`src/rtl/tinker_pkg.sv`:
```
// Shared definitions for the Tinker control sequencer: opcodes, instruction
// classes, sequencer states and class-property helpers.
package tinker_pkg;

    localparam logic [63:0] RESET_PC_DEFAULT = 64'h0000_0000_0000_2000;
    localparam logic [63:0] PC_STEP          = 64'h0000_0000_0000_0004;

    localparam logic [4:0] OP_BR0   = 5'h08;
    localparam logic [4:0] OP_BR1   = 5'h09;
    localparam logic [4:0] OP_BR2   = 5'h0A;
    localparam logic [4:0] OP_BR3   = 5'h0B;
    localparam logic [4:0] OP_CALL  = 5'h0C;
    localparam logic [4:0] OP_RET   = 5'h0D;
    localparam logic [4:0] OP_BR4   = 5'h0E;
    localparam logic [4:0] OP_PRIV  = 5'h0F;
    localparam logic [4:0] OP_LOAD  = 5'h10;
    localparam logic [4:0] OP_STORE = 5'h13;
    localparam logic [4:0] OP_ILL0  = 5'h1E;
    localparam logic [4:0] OP_ILL1  = 5'h1F;

    typedef enum logic [2:0] {
        CLS_ALU     = 3'd0,
        CLS_LOAD    = 3'd1,
        CLS_RET     = 3'd2,
        CLS_STORE   = 3'd3,
        CLS_CALL    = 3'd4,
        CLS_BRANCH  = 3'd5,
        CLS_HALT    = 3'd6,
        CLS_ILLEGAL = 3'd7
    } op_class_e;

    typedef enum logic [2:0] {
        ST_IDLE   = 3'd0,
        ST_FETCH  = 3'd1,
        ST_DECODE = 3'd2,
        ST_EXEC   = 3'd3,
        ST_MEM    = 3'd4,
        ST_WB     = 3'd5,
        ST_HALT   = 3'd6
    } state_e;

    function automatic logic cls_is_mem(input op_class_e cls);
        logic r;
        case (cls)
            CLS_LOAD, CLS_RET, CLS_STORE, CLS_CALL: r = 1'b1;
            default:                                r = 1'b0;
        endcase
        return r;
    endfunction

    function automatic logic cls_is_store(input op_class_e cls);
        logic r;
        case (cls)
            CLS_STORE, CLS_CALL: r = 1'b1;
            default:             r = 1'b0;
        endcase
        return r;
    endfunction

    function automatic logic cls_is_stop(input op_class_e cls);
        logic r;
        case (cls)
            CLS_HALT, CLS_ILLEGAL: r = 1'b1;
            default:               r = 1'b0;
        endcase
        return r;
    endfunction

endpackage

```
`src/rtl/tinker_op_class.sv`:
```
// Combinational opcode classifier: maps opcode plus literal field to an
// instruction class and a flag saying whether the class writes rd.
module tinker_op_class
    import tinker_pkg::*;
(
    input  logic [4:0]  opcode,
    input  logic [11:0] lit,
    output logic [2:0]  op_class,
    output logic        writes_rd
);

    op_class_e cls_s;

    // Opcode to class; everything not listed explicitly is an ALU operation.
    always_comb begin
        cls_s = CLS_ALU;
        case (opcode)
            OP_BR0, OP_BR1, OP_BR2, OP_BR3, OP_BR4: cls_s = CLS_BRANCH;
            OP_CALL:                                cls_s = CLS_CALL;
            OP_RET:                                 cls_s = CLS_RET;
            OP_LOAD:                                cls_s = CLS_LOAD;
            OP_STORE:                               cls_s = CLS_STORE;
            OP_PRIV: begin
                // Only the zero-literal form of the privileged opcode is a halt
                if (lit == 12'h000) begin
                    cls_s = CLS_HALT;
                end else begin
                    cls_s = CLS_ILLEGAL;
                end
            end
            OP_ILL0, OP_ILL1:                       cls_s = CLS_ILLEGAL;
            default:                                cls_s = CLS_ALU;
        endcase
    end

    // Register-file write permission per class.
    always_comb begin
        writes_rd = 1'b0;
        case (cls_s)
            CLS_ALU, CLS_LOAD: writes_rd = 1'b1;
            default:           writes_rd = 1'b0;
        endcase
    end

    assign op_class = cls_s;

endmodule

```
`src/rtl/tinker_ctrl.sv`:
```
// Multi-cycle fetch/decode/execute/memory/writeback sequencer for the Tinker
// core; owns the PC, the instruction register and all datapath strobes.
module tinker_ctrl
    import tinker_pkg::*;
#(
    parameter logic [63:0] RESET_PC = RESET_PC_DEFAULT
)(
    input  logic        clk,
    input  logic        reset_n,
    output logic        imem_req,
    output logic [63:0] imem_addr,
    input  logic        imem_ack,
    input  logic [31:0] imem_rdata,
    output logic [31:0] instr,
    output logic        alu_en,
    output logic        dmem_req,
    output logic        dmem_we,
    input  logic        dmem_ack,
    output logic        rf_we,
    input  logic        br_taken,
    input  logic [63:0] br_target,
    output logic [63:0] pc,
    output logic        halted,
    output logic        illegal
);

    state_e      state_r;
    op_class_e   class_r;
    logic        wr_rd_r;
    logic [63:0] pc_r;
    logic [31:0] instr_r;
    logic        imem_req_r;
    logic        alu_en_r;
    logic        dmem_req_r;
    logic        dmem_we_r;
    logic        rf_we_r;
    logic        halted_r;
    logic        illegal_r;

    logic [2:0]  dec_class_s;
    logic        dec_wr_s;
    op_class_e   dec_cls_s;

    tinker_op_class u_op_class (
        .opcode    (instr_r[31:27]),
        .lit       (instr_r[11:0]),
        .op_class  (dec_class_s),
        .writes_rd (dec_wr_s)
    );

    assign dec_cls_s = op_class_e'(dec_class_s);

    // Sequencer: outputs are registered and set on entry to the state that
    // owns them, so each strobe is a clean Moore output of the current state.
    always_ff @(posedge clk or negedge reset_n) begin
        if (!reset_n) begin
            state_r    <= ST_IDLE;
            class_r    <= CLS_ALU;
            wr_rd_r    <= 1'b0;
            pc_r       <= RESET_PC;
            instr_r    <= 32'h0000_0000;
            imem_req_r <= 1'b0;
            alu_en_r   <= 1'b0;
            dmem_req_r <= 1'b0;
            dmem_we_r  <= 1'b0;
            rf_we_r    <= 1'b0;
            halted_r   <= 1'b0;
            illegal_r  <= 1'b0;
        end else begin
            case (state_r)
                ST_IDLE: begin
                    state_r    <= ST_FETCH;
                    imem_req_r <= 1'b1;
                end
                ST_FETCH: begin
                    if (imem_req_r && imem_ack) begin
                        instr_r    <= imem_rdata;
                        imem_req_r <= 1'b0;
                        state_r    <= ST_DECODE;
                    end else begin
                        imem_req_r <= 1'b1;
                    end
                end
                ST_DECODE: begin
                    class_r <= dec_cls_s;
                    wr_rd_r <= dec_wr_s;
                    if (cls_is_stop(dec_cls_s)) begin
                        state_r   <= ST_HALT;
                        halted_r  <= 1'b1;
                        illegal_r <= (dec_cls_s == CLS_ILLEGAL);
                    end else begin
                        state_r  <= ST_EXEC;
                        alu_en_r <= 1'b1;
                    end
                end
                ST_EXEC: begin
                    alu_en_r <= 1'b0;
                    if (cls_is_mem(class_r)) begin
                        state_r    <= ST_MEM;
                        dmem_req_r <= 1'b1;
                        dmem_we_r  <= cls_is_store(class_r);
                    end else begin
                        state_r <= ST_WB;
                        rf_we_r <= wr_rd_r;
                    end
                end
                ST_MEM: begin
                    if (dmem_req_r && dmem_ack) begin
                        dmem_req_r <= 1'b0;
                        dmem_we_r  <= 1'b0;
                        state_r    <= ST_WB;
                        rf_we_r    <= wr_rd_r;
                    end else begin
                        dmem_req_r <= 1'b1;
                    end
                end
                ST_WB: begin
                    rf_we_r    <= 1'b0;
                    // PC arithmetic wraps naturally at 64 bits
                    pc_r       <= br_taken ? br_target : (pc_r + PC_STEP);
                    state_r    <= ST_FETCH;
                    imem_req_r <= 1'b1;
                end
                ST_HALT: begin
                    imem_req_r <= 1'b0;
                    alu_en_r   <= 1'b0;
                    dmem_req_r <= 1'b0;
                    dmem_we_r  <= 1'b0;
                    rf_we_r    <= 1'b0;
                    halted_r   <= 1'b1;
                end
                default: begin
                    state_r    <= ST_IDLE;
                    imem_req_r <= 1'b0;
                    alu_en_r   <= 1'b0;
                    dmem_req_r <= 1'b0;
                    dmem_we_r  <= 1'b0;
                    rf_we_r    <= 1'b0;
                end
            endcase
        end
    end

    assign imem_req  = imem_req_r;
    assign imem_addr = pc_r;
    assign instr     = instr_r;
    assign alu_en    = alu_en_r;
    assign dmem_req  = dmem_req_r;
    assign dmem_we   = dmem_we_r;
    assign rf_we     = rf_we_r;
    assign pc        = pc_r;
    assign halted    = halted_r;
    assign illegal   = illegal_r;

endmodule

```
`config.mk`:
```
export PLATFORM = sky130hd
export DESIGN_NAME = tinker_ctrl
export DESIGN_NICKNAME = d
export VERILOG_FILES = /design/src/rtl/tinker_pkg.sv /design/src/rtl/tinker_op_class.sv /design/src/rtl/tinker_ctrl.sv
export SDC_FILE = /design/constraint.sdc
export NUM_CORES = 1
export LEC_CHECK = 0
export ABC_AREA = 1
export CAP_MARGIN = 0
export CORE_ASPECT_RATIO = 1.2
export CORE_MARGIN = 8
export CORE_UTILIZATION = 46
export DETAILED_ROUTE_END_ITERATION = 7
export PLACE_DENSITY = 0.82
export SYNTH_ARGS = -nofsm -noshare
export SYNTH_HDL_FRONTEND = slang
export SYNTH_SLANG_ARGS = --single-unit
```
`constraint.sdc`:
```
create_clock -name clk -period 2.5 [get_ports clk]
set_input_delay 0.375 -clock clk [delete_from_list [all_inputs] [get_ports clk]]
set_output_delay 0.375 -clock clk [all_outputs]
set_load 0.005 [all_outputs]
```
Yosys cells after proc, flatten, opt, wreduce, memory -nomap -nowiden:

Index checks and enable logic that the tools add are counted.
Widths: inputs -> output; s select.

* bits in registers: 110
* input bits: 101
* output and inout bits: 167
* logic and storage cells: 102

* $add $sub $neg: 1
* equal/unequal tests: 31
* muxes and demuxes: 29
* bitwise logic cells: 4
* reduce and logical (&&, ||, !) cells: 25

Operators by type and width (count)
* $add 64x3->64 const B: 1
* $mux 64: 1
* $eq 5x4->1 const B: 8
* $pmux 3 s7: 1
* $eq 5x5->1 const B: 4
* $eq 3x3->1 const B: 6
* $pmux 3 s6: 1
* $mux 1: 17
* $eq 3x2->1 const B: 4
* $logic_not 12->1: 1
* $ne 2x2->1 const B: 6
* $pmux 1 s3: 4
* $reduce_or 4->1: 3
* $reduce_and 2->1: 5
* $reduce_or 2->1: 5
* $eq 3x1->1 const B: 3
* $mux 3: 3
* $reduce_and 3->1: 3
* $logic_not 3->1: 2
* $reduce_or 3->1: 2
* $reduce_or 5->1: 1
* $not 1->1: 4
* $pmux 1 s2: 2
* $logic_and 1x1->1: 2
* $reduce_bool 2->1: 1

Longest topological paths before layout:

* word-level depth: 9
* gate-level depth with buffers: 11
* mapped depth without buffers: 10

Cells and area by module:

From an unflattened synthesis, not the netlist that was laid out.

* cell total of the unflattened synthesis: 1162
* area total of the unflattened synthesis: 7902.6 µm²

Modules (own cells, without submodules)
* tinker_ctrl: instances 1, cells an instance 1124, area an instance 7747.4 µm², sequential area each 2753.9 µm²
* tinker_op_class: instances 1, cells an instance 38, area an instance 155.1 µm², sequential area each 0.0 µm²

Least setup slack after synthesis:

OpenSTA, ideal clock, no wires.

* path type: reg-to-reg
* start point: reg pc_r[2], in the netlist imem_addr[2]
* end point: reg pc_r[22], in the netlist imem_addr[22]
* setup time: 0.123 ns
* arrival: 1.586 ns
* data required time: 2.377 ns
* path slack: 0.791 ns
* cell stages (with the launch flop): 10
* buffers on the path: 0
* period minus slack after synthesis: 1.709 ns
* cell sequence: dfrtp_1 -> ha_1 -> inv_1 -> nor2_4 -> nand2_2 -> nor2_4 -> nand2_1 -> xnor2_1 -> o21ai_0 -> nand2_1

* cells in the longest elaborated chain, start to end: 2

Ends and longest elaborated chain
* start: declaration: RTL line tinker_ctrl.sv:30 `logic [63:0] pc_r;`
* start signal: assignment: RTL line tinker_ctrl.sv:120 `pc_r <= br_taken ? br_target : (pc_r + PC_STEP);`
* $add 64x3->64: RTL line tinker_ctrl.sv:120
* $mux 64: RTL line tinker_ctrl.sv:120

No other way between the ends.
A chain may end at the register's enable or synchronous reset.

Worst setup path in the final report:

* start point: reg pc_r[2], in the netlist imem_addr[2]
* end point: reg pc_r[58], in the netlist imem_addr[58]

The elaborated chain is that of the path after synthesis.

==> flow_summary.ini <==
[sta]
min_period_over_period_pct = 92.08
rsz0062_at_grt = no
slew_headroom_pct = 66.41
worst_pin_slew_ns = 0.5038
fmax_mhz = 434.4
skew_ns = 0.01164
fin_crit_ns = 2.302
setup_tns_ns = 0
drv_slew = 0
setup_viol = 0
hold_viol_final = 0

[power_and_ir_drop]
pwr-share-seq_pct = 33.4
switchingPower_mw = 5.047
vdd_drop_max_mv = 0.6812
power_density_nw_per_um2 = 1143
pwr-share-comb_pct = 53.7
p_sw_share_pct = 42.14
power_mw = 11.98
power_frac_clock_pct = 12.9
p_leak_nw = 4.868
p_int_mw = 6.930

[place]
gp_congestion = 1.016
io_buffers = 267
placed_cells_incl_taps = 1562
place_hpwl_um = 24690
placed_cell_area_um2 = 10160

[synth]
syn_area_um2 = 7666
avgSynthCellArea_um2 = 6.637
synthCells = 1155
netlist.area_leader.share_pct = 35.58
ys_seq_elements = 110
synth_flop_cell = dfrtp_1
synth_edf_count = 0
yosys_warnings = 0
ys_seq_area_share_pct = 35.92
async_reset_ff_share_pct = 100.0
synth_fp_nets = 1257
synth_common_cells = nand2_1 (380), nor2_1 (173), inv_1 (114)
yosysMostFrequentCell = nand2_1
synth_area_leader_cell = dfrtp_1
yosysUniqueCellTypes = 37
yosys-top-cells-area = dfrtp_1 (36%), nand2_1 (19%), nor2_1 (8.5%)

[clock_tree]
clk_pin_slew_ns = 0.08
h-tree-depth = 3
insertion_delay_ns = 0.36
clockRootBuffer = clkbuf_16
cts_tree = built
cts_max_path_buffers = 2
cts.sinks = 110
numCtsBuffers = 9

[global_routing]
antenna_found_initial = 0
grtUsageMet2_pct = 49.71
gr-usage-met3_pct = 7.717
grt_usage_pct = 28.86
globalRouteMet1Util_pct = 31.98
grt_pass1_vias = 8490
grt_busiest_layer = met2
grt_pass1_wl_um = 47210
grt_overflow = 0
grt_max_degree = 49

[route]
vias = 8492
routed_wl_um = 30720
firstDrtPassIters = 6
ant_nets = 0
drtIter0Drc = 608
drc = 0
wire_per_inst_um = 19.46
viasPerCell = 5.378

[finish]
fin_nets = 1464
area_delta_synth_final_pct = 36.64
final_area_um2 = 10480
n_antenna_cell = 0
fillers = 1483
fin_cells = 1579
layout-drive-gt1-share_pct = 6.437
fin_util_pct = 64.38

[die]
ios = 268
num_rows = 51
start_util_pct = 47.11
die_area_um2 = 21070
die_height_um = 157.4
coreArea_um2 = 16270
die_w_um = 133.8

[setup_path]
ff2ff_setup_slack_ns = 0.20
required_ns = 2.76
setup.worst_path.class = flop to flop
slowest_stage = dfrtp_1
worstPathArrival_ns = 2.56
path_common_cell = nand2_1
rr_worst_depth = 10
cp_max_fo = 8
path_cells = ha_1 -> inv_1 -> nor2_4 -> nand2_2 -> inv_1 -> nand2_1 -> o21ai_1 -> nand3_1 -> nand2_1 -> nand2_1
startpoint_type = flop
end_kind = flop
critPathMaxStageDelay_ns = 0.53

[hold_path]
worstHoldPathCells = 2
holdCritPathClass = flop to flop

[outcome]
status = completed

[job]
drv_cap = 0
worst paths after layout:
path                              startpoint       endpoint
worst max register to register  imem_addr[2]  imem_addr[58]
max in group asynchronous            reset_n  imem_addr[13]
worst min-delay path                  alu_en         alu_en
worst min register to register        alu_en         alu_en
worst max-delay path            imem_addr[2]  imem_addr[58]
min in group asynchronous            reset_n   imem_addr[9]
layout by cell type, fill, tap and decap left out, types with 4 or more instances in the layout:
cell	count
a21oi_1	31
a22oi_1	8
buf_4	20
clkbuf_16	9
clkdlybuf4s50_1	266
dfrtp_1	109
inv_1	114
inv_2	6
mux2_2	16
nand2_1	380
nand2_2	6
nand3_1	88
nand4_1	22
nor2_1	173
nor2_2	7
nor2_4	5
nor3_1	7
o211ai_1	5
o21ai_0	43
o21ai_1	7
o22ai_1	5
xnor2_1	4
xor2_1	5
power groups by stage:
stage / registers, mW / logic [mW] / clock network (mW)
2_1_floorplan: 3.63 / 3.27 / 0
3_5_place_dp: 3.99 / 6.43 / 0
6_report: 4.00 / 6.43 / 1.55
5_1_grt: 4.12 / 7.04 / 1.63
4_1_cts: 3.97 / 6.48 / 1.58
3_3_place_gp: 3.95 / 6.32 / 0
per-layer routing:
metal  vias to the layer above  part of all wire (%)
li1                       4019                     -
met1                      3908                    37
met2                       476                    48
met3                        89                    10
met4                         0                   4.9
met5                         -                     0
kinds of logic (layout without fill, tap and decap cells):
family / count (synthesis) / after routing / synth area share, %
AO/OA/AOI/OAI: 111 / 111 / 8.373
XOR/XNOR: 9 / 9 / 1.028
adder cells (fa/ha/maj): 1 / 1 / 0.1632
buffers and inverters: 213 / 425 / 14.13
flip-flops: 110 / 110 / 35.92
multiplexers: 16 / 16 / 2.350
AND/OR/NAND/NOR: 695 / 695 / 38.03
worst max-delay path, delay by kind of cell, from the launching register on:
family                   cells  cell delay, ns
AND/OR/NAND/NOR              6            0.73
buffers and inverters        2            0.36
AO/OA/AOI/OAI                1            0.16
flip-flops                   1            0.53
adder cells (fa/ha/maj)      1            0.41
timing repair:
action | CTS | global route
endpoints found under the setup margin | 0 | 0
hold buffers | 1 | 0
gates resized for setup | 0 | 0
setup buffers | 0 | 0
hold endpoints to repair | 32 | 0
state kept, by name (all words and copies together), names as in the netlist:
signal,cells
instr,32
imem_req,1
dmem_req,1
wr_rd_r,1
halted,1
illegal,1
imem_addr,64
rf_we,1
state_r,3
dmem_we,1
alu_en,1
class_r,3
area by class of cell:
class	instances	area, µm²	area share [%]
Sequential cell	110	2754	26.29
Tap cell	212	265.3	2.532
Timing Repair Buffer	289	2863	27.33
Clock inverter	5	66.31	0.6331
Clock buffer	11	242.7	2.317
Inverter	120	450.4	4.300
Multi-Input combinational cell	832	3834	36.60
per-stage QoR:
step | hold slack [ns] | worst slack, ns
floorplan | 0.07941 | 0.7911
global placement | 0.3609 | 0.2411
detailed placement | 0.3644 | 0.2569
CTS | 0.4943 | 0.2443
global route | 0.5261 | 0.09786
finish | 0.4901 | 0.1981
No activity file was read; power rests on OpenSTA's default activity.
